### config.mk
export PLATFORM = sky130hd
export DESIGN_NAME = sdram_rdata_64b
export DESIGN_NICKNAME = d
export VERILOG_FILES = /design/src/rtl/sdram_pkg.sv /design/src/rtl/sdram_rd_tag_pipe.sv /design/src/rtl/sdram_rdata_64b.sv
export SDC_FILE = /design/constraint.sdc
export NUM_CORES = 1
export LEC_CHECK = 0
export ABC_AREA = 1
export CAP_MARGIN = 15
export CORE_MARGIN = 2
export CORE_UTILIZATION = 30
export CTS_CLUSTER_SIZE = 20
export DETAILED_ROUTE_END_ITERATION = 7
export GPL_ROUTABILITY_DRIVEN = 1
export PLACE_DENSITY_LB_ADDON = 0.15
export SLEW_MARGIN = 20
export SYNTH_ARGS = -nofsm -noshare
export SYNTH_HDL_FRONTEND = slang
export SYNTH_HIERARCHICAL = 1
export SYNTH_SLANG_ARGS = --single-unit
### constraint.sdc
create_clock -name clk -period 2.01 [get_ports clk]
set_input_delay 0.402 -clock clk [delete_from_list [all_inputs] [get_ports clk]]
set_output_delay 0.402 -clock clk [all_outputs]
set_load 0.02 [all_outputs]
### src/rtl/sdram_pkg.sv
// Constants and types shared by the SDRAM controller data paths and command sequencer.
package sdram_pkg;

    localparam int NUM_BANKS = 4;
    localparam int DQ_W      = 64;
    localparam int IDX_W     = 3;

    localparam int BURST_LEN_MIN = 1;
    localparam int BURST_LEN_MAX = 8;

    typedef logic [NUM_BANKS-1:0] bank_oh_t;

    typedef enum logic {
        RD_IDLE,
        RD_BURST
    } rd_state_e;

    function automatic bit burst_len_legal(input int bl);
        return (bl == 1) || (bl == 2) || (bl == 4) || (bl == 8);
    endfunction

endpackage

### src/rtl/sdram_rd_tag_pipe.sv
// Fixed-depth delay line carrying the one-hot bank tag of each READ until its data returns.
module sdram_rd_tag_pipe
    import sdram_pkg::*;
#(
    parameter int DEPTH = 4
) (
    input  logic     clk,
    input  logic     rst_n,
    input  bank_oh_t tag_i,
    output bank_oh_t tag_o
);

    genvar gi;
    generate
        for (gi = 0; gi < DEPTH; gi++) begin : g_stage
            bank_oh_t q;
            bank_oh_t d;

            if (gi == 0) begin : g_first
                assign d = tag_i;
            end else begin : g_next
                assign d = g_stage[gi-1].q;
            end

            always_ff @(posedge clk or negedge rst_n) begin
                if (!rst_n) begin
                    q <= '0;
                end else begin
                    q <= d;
                end
            end
        end
    endgenerate

    assign tag_o = g_stage[DEPTH-1].q;

endmodule

### src/rtl/sdram_rdata_64b.sv
// SDRAM read data path: tags READs through the CAS latency, then frames the returning burst.
// Optional protocol checking of rd_err is enabled by defining SDRAM_RD_CHECK_EN.
module sdram_rdata_64b
    import sdram_pkg::*;
#(
    parameter int CAS_LAT   = 2,
    parameter int BURST_LEN = 4
) (
    input  logic                 clk,
    input  logic                 rst_n,
    input  logic [NUM_BANKS-1:0] rd_issue,
    input  logic [DQ_W-1:0]      sdram_dq_i,
    output logic [DQ_W-1:0]      rd_data,
    output logic [NUM_BANKS-1:0] rd_valid,
    output logic [IDX_W-1:0]     rd_idx,
    output logic                 rd_last,
    output logic                 rd_err
);

    // Command register + CAS + capture register + output register.
    localparam int               RD_LAT   = CAS_LAT + 3;
    localparam logic [IDX_W-1:0] LAST_IDX = IDX_W'(BURST_LEN - 1);

    bank_oh_t          tag_emerge;
    logic [DQ_W-1:0]   capture_q;
    logic [DQ_W-1:0]   data_q;
    rd_state_e         state_q, state_d;
    bank_oh_t          bank_q, bank_d;
    logic [IDX_W-1:0]  idx_q, idx_d;
    bank_oh_t          valid_q;
    logic [IDX_W-1:0]  idx_out_q;
    logic              last_q;
    logic              tag_any;
    logic              tag_onehot;
    logic              illegal;

    sdram_rd_tag_pipe #(
        .DEPTH(RD_LAT - 1)
    ) u_tag_pipe (
        .clk  (clk),
        .rst_n(rst_n),
        .tag_i(rd_issue),
        .tag_o(tag_emerge)
    );

    assign tag_any    = |tag_emerge;
    assign tag_onehot = $onehot(tag_emerge);

    always_ff @(posedge clk or negedge rst_n) begin
        if (!rst_n) begin
            capture_q <= '0;
            data_q    <= '0;
        end else begin
            capture_q <= sdram_dq_i;
            data_q    <= capture_q;
        end
    end

    // The FSM register stage holds the word that reaches the outputs one clock later.
    always_comb begin
        state_d = state_q;
        bank_d  = bank_q;
        idx_d   = idx_q;
        illegal = 1'b0;
        case (state_q)
            RD_IDLE: begin
                if (tag_onehot) begin
                    state_d = RD_BURST;
                    bank_d  = tag_emerge;
                    idx_d   = '0;
                end else if (tag_any) begin
                    illegal = 1'b1;
                end
            end
            RD_BURST: begin
                if (idx_q == LAST_IDX) begin
                    if (tag_onehot) begin
                        bank_d = tag_emerge;
                        idx_d  = '0;
                    end else begin
                        state_d = RD_IDLE;
                        illegal = tag_any;
                    end
                end else begin
                    idx_d   = idx_q + 3'd1;
                    illegal = tag_any;
                end
            end
            default: state_d = RD_IDLE;
        endcase
    end

    always_ff @(posedge clk or negedge rst_n) begin
        if (!rst_n) begin
            state_q   <= RD_IDLE;
            bank_q    <= '0;
            idx_q     <= '0;
            valid_q   <= '0;
            idx_out_q <= '0;
            last_q    <= 1'b0;
        end else begin
            state_q   <= state_d;
            bank_q    <= bank_d;
            idx_q     <= idx_d;
            valid_q   <= (state_q == RD_BURST) ? bank_q : '0;
            idx_out_q <= idx_q;
            last_q    <= (state_q == RD_BURST) && (idx_q == LAST_IDX);
        end
    end

`ifdef SDRAM_RD_CHECK_EN
    logic err_q;

    always_ff @(posedge clk or negedge rst_n) begin
        if (!rst_n) begin
            err_q <= 1'b0;
        end else if (illegal) begin
            err_q <= 1'b1;
        end
    end

    assign rd_err = err_q;
`else
    logic illegal_unused;
    assign illegal_unused = illegal;
    assign rd_err         = 1'b0;
`endif

    assign rd_data  = data_q;
    assign rd_valid = valid_q;
    assign rd_idx   = idx_out_q;
    assign rd_last  = last_q;

endmodule

* After elaboration in Yosys (flattened, before gate mapping) *
Cells that the tools add are included.

word-level totals
  word-level logic and storage cells = 31
  input bits = 70
  output and inout bits = 73
  bits in registers = 160

operators by class
  add/sub/neg operators = 4
  reductions and logical operators = 1
  multiplexer cells = 10
  bitwise gates (word level) = 1
  equal/unequal tests = 3

operator list
  operator                                               count
  2-to-1 mux 4 bit                                       3
  one-hot mux 4 bit (2 select lines)                     1
  2-to-1 mux 3 bit                                       2
  one-hot mux 3 bit (2 select lines)                     1
  adder 1 x 1 -> 2 bit                                   2
  adder 2 x 2 -> 3 bit                                   1
  adder 3 x 1 -> 3 bit, second input constant            1
  == test 3 x 1 -> 1 bit, second input constant          1
  == test 3 x 2 -> 1 bit, second input constant          1
  2-to-1 mux 1 bit                                       2
  inequality test 2 x 1 -> 1 bit, second input constant  1
  one-hot mux 1 bit (2 select lines)                     1
  logical AND 1 bit                                      1
  NOT 1 bit                                              1

* Longest topological paths before layout *
  depth after elaboration = 6
  depth in mapped cells = 11
  mapped depth without buffers = 11

* By module *
Netlist, hierarchy kept.

modules (own cells, without submodules)
  module             instances  cells an instance  area each (um2)  sequential area each (um2)
  sdram_rdata_64b    1          198                3887.5           3603.5
  sdram_rd_tag_pipe  1          16                 400.4            400.4

* Worst setup path before layout *
OpenSTA, ideal clock, no wires.

  path type = register to register
  from = register u_tag_pipe.g_stage[3].q[0] (netlist: u_tag_pipe/tag_o[0])
  to = register bank_q[0]
  stages on the path, launching flop included = 12
  period minus slack after synthesis = 1.892 ns
  library setup time = 0.116 ns
  data required time = 1.894 ns
  arrival = 1.776 ns
  setup slack = 0.118 ns
  buffers on the path = 0
  path through = dfrtp_1 inv_1 fa_1 inv_1 ha_1 ha_1 inv_2 nand2_1 nor2_4 nand2_2 nand2_1 nand2_1

on the way
  word-level cells in the longest chain between the ends = 6

RTL lines
  what                                        line                                          RTL
  start: declaration                          sdram_rd_tag_pipe.sv:16                       bank_oh_t q;
  start signal: assignment                    sdram_rd_tag_pipe.sv:27                       q <= '0;
  start signal: assignment                    sdram_rd_tag_pipe.sv:29                       q <= d;
  adder 1 x 1 -> 2 bit (implied by the code)  sdram_rdata_64b.sv:47                         assign tag_onehot = $onehot(tag_emerge);
  adder 2 x 2 -> 3 bit (implied by the code)  sdram_rdata_64b.sv:47
  == test 3 x 1 -> 1 bit                      sdram_rdata_64b.sv:47
  2-to-1 mux 4 bit (*)                        sdram_rdata_64b.sv:67, sdram_rdata_64b.sv:77
  2-to-1 mux 4 bit                            sdram_rdata_64b.sv:76                         if (idx_q == LAST_IDX) begin
  one-hot mux 4 bit (2 select lines) (*)      sdram_rdata_64b.sv:65                         case (state_q)
  end signal: assignment                      sdram_rdata_64b.sv:103                        bank_q <= bank_d;
  end: declaration                            sdram_rdata_64b.sv:28                         bank_oh_t bank_q, bank_d;

Every way passes the cells marked *; elsewhere a longest branch is shown, timed or not. The select of a mux whose other input is x is not followed.
A chain may end at the register's enable or synchronous reset.

* Final worst setup path *
  from = register u_tag_pipe.g_stage[3].q[3] (netlist: u_tag_pipe/tag_o[3])
  to = register bank_q[0]

on the way
  word-level cells in the longest chain between the ends = 6

RTL lines
  what                                            line
  adder 1 x 1 -> 2 bit (implied by the code) (*)  sdram_rdata_64b.sv:47
  adder 2 x 2 -> 3 bit (implied by the code) (*)  sdram_rdata_64b.sv:47
  == test 3 x 1 -> 1 bit (*)                      sdram_rdata_64b.sv:47
  2-to-1 mux 4 bit (*)                            n/a
  2-to-1 mux 4 bit                                n/a
  one-hot mux 4 bit (2 select lines) (*)          n/a

Marked as above.

==> flow_summary.json <==
{
  "antenna_left": 0,
  "grt_max_degree": 57,
  "min_path_type": "reg2reg",
  "peakVddDrop_mv": 0.5712,
  "clkTransAtPathRegs_ns": 0.06,
  "cellPowerDensity_mw_per_mm2": 1155,
  "vias": 2171,
  "dieArea_mm2": 0.01526,
  "cts_buffers": 17,
  "gp_congestion": 0.6473,
  "synthCells": 214,
  "start_kind": "flop",
  "synth_area_per_cell_um2": 20.04,
  "p_leak_nw": 2.950,
  "die_h_um": 123.6,
  "hpwl_um": 4729,
  "antenna_cells": 0,
  "synth.distinct_cells": 14,
  "antenna_found_initial": 0,
  "grt_use_total": 0.1035,
  "final_area_mm2": 0.006605,
  "mostFrequentLayoutCells": "dfrtp_1 (160), clkdlybuf4s50_1 (140), nand2_1 (19), clkbuf_16 (17), inv_1 (8)",
  "final_hold_viol_count": 0,
  "status": "completed",
  "cp-end-kind": "flop",
  "worst-path-max-fanout": 5,
  "firstDrtPassIters": 4,
  "drc": 0,
  "totalWireLength_um": 7072,
  "yosysSeqAreaShare": 0.9338,
  "clk_latency_ns": 0.41,
  "design.core.area_mm2": 0.01393,
  "crit_arrival_ns": 2.24,
  "cts_tree": "yes",
  "numClockSinks": 160,
  "fin_nets": 453,
  "ys_seq_elements": 160,
  "clockBufferDepth": 2,
  "wl_per_cell_um": 12.36,
  "syn-num-nets": 288,
  "layout_commonest_cell": "dfrtp_1",
  "synth_area_mm2": 0.004288,
  "io_buffer_count": 141,
  "die_w_um": 123.6,
  "maxCapViolCount": 0,
  "drt_iter0_drc": 50,
  "crit_required_ns": 2.31,
  "whs_path_depth": 0,
  "dp.cells": 536,
  "placed_area_mm2": 0.005958,
  "rr_worst_depth": 11,
  "worst_clock_skew_ns": 0.006810,
  "yosysWarnings": 6,
  "grt_first_pass_wirelength_um": 11260,
  "crit_type": "reg2reg",
  "fmax_ghz": 0.5165,
  "gr-total-overflow": 0,
  "fill_cells": 1220,
  "htree_levels": 4,
  "root_buffer": "clkbuf_16",
  "final_cell_count_no_fill": 572,
  "synthToLayoutAreaGrowth_pct": 54.04,
  "drive_above_1_share": 0.1276,
  "rows": 43,
  "ios": 143,
  "layout_min_cycle_time_ns": 1.936,
  "setup_violations": 0,
  "fin_crit_sh": 0.9632,
  "grt_pass1_vias": 2263,
  "viasPerCell": 3.795,
  "start_util": 0.3077,
  "finalMaxSlewViolations": 0
}
cell families (layout without fill, tap and decap cells):
group	Yosys count	in the layout	synth area share
buffers and inverters	15	193	0.01488
adder cells (fa/ha/maj)	4	4	0.01342
other	1	1	0.0008746
flip-flops	160	160	0.9338
AND/OR/NAND/NOR	34	34	0.03706
flip-flops by register name (all words and copies together) (netlist names):
| name | flops |
|---|---|
| capture_q | 64 |
| rd_data | 64 |
| u_tag_pipe/g_stage.q | 12 |
| bank_q | 4 |
| rd_valid | 4 |
| u_tag_pipe/tag_o | 4 |
| idx_q | 3 |
| rd_idx | 3 |
| rd_last | 1 |
| state_q | 1 |
layout make-up:
class	instances	area [um^2]	area share
clock buffers	18	429.2	0.06497
clock inverters	14	157.7	0.02387
inverters	13	48.80	0.007388
multi-input cells	39	247.7	0.03751
flip-flops and latches	160	4004	0.6062
well taps	180	225.2	0.03410
repair buffers	148	1493	0.2260
stage by stage:
step / util / TNS, ns / total power [mW] / hold slack (ns) / setup WS, ns
4_1_cts: 0.4727 / 0 / 7.772 / 0.3426 / 0.03515
3_5_place_dp: 0.4276 / -0.02321 / 4.560 / 0.3025 / -0.02321
6_report: 0.4740 / 0 / 7.630 / 0.3437 / 0.07403
2_1_floorplan: - / 0 / 4.037 / 0.1064 / 0.1178
5_1_grt: 0.4740 / -0.006160 / 8.027 / 0.3536 / -0.006160
3_3_place_gp: 0.4276 / 0 / 4.533 / 0.2979 / 0.05722
routing by layer:
| metal | vias to the layer above | GRT usage | part of all wire |
|---|---|---|---|
| met2 | 97 | 0.1432 | 0.49 |
| met5 | - | 0 | 0 |
| met1 | 1074 | 0.1140 | 0.36 |
| met4 | 0 | 0.04901 | 0.019 |
| li1 | 986 | - | - |
| met3 | 14 | 0.08349 | 0.14 |
power breakdown:
part           internal (mW)  switching (mW)
registers               3.49           0.112
logic                  0.448           0.456
clock network           1.85            1.27
total                   5.79            1.84
cell usage after synthesis, drive strengths merged:
cell / count / area share
fa: 1 / 0.0047
dfrtp: 160 / 0.93
inv: 13 / 0.011
buf: 2 / 0.0035
ha: 3 / 0.0088
nand2: 23 / 0.023
nor2: 4 / 0.0053
nand3b: 1 / 0.0018
conb: 1 / 0.00087
nand3: 6 / 0.0070
critical path: stages, from the launching register on:
cell	delay, ns
dfrtp_1	0.35
inv_2	0.04
fa_1	0.54
inv_2	0.05
ha_4	0.16
ha_4	0.21
inv_2	0.05
nand2_2	0.07
nor2_4	0.14
nand2_2	0.09
nand2_1	0.07
nand2_1	0.06
what timing repair did:
action / in CTS / in global routing
gates resized for setup: 4 / 3
hold endpoints to repair: 28 / 0
hold buffers: 1 / 0
setup endpoints to repair: 4 / 7
pin swaps: 3 / 7
setup buffers: 2 / 1
path summary, 6_finish.rpt:
check,start,endpoint,slack (ns)
min in group asynchronous,rst_n,capture_q[13]$_DFF_PN0_,0.42
max reg2reg,u_tag_pipe/tag_o[3]$_DFF_PN0_,bank_q[0]$_DFFE_PN0P_,0.07
min,capture_q[3]$_DFF_PN0_,rd_data[3]$_DFF_PN0_,0.34
max in group asynchronous,rst_n,u_tag_pipe/tag_o[1]$_DFF_PN0_,0.95
min reg2reg,capture_q[3]$_DFF_PN0_,rd_data[3]$_DFF_PN0_,0.34
max,u_tag_pipe/tag_o[3]$_DFF_PN0_,bank_q[0]$_DFFE_PN0P_,0.07
(Power assumes the default switching activity.)
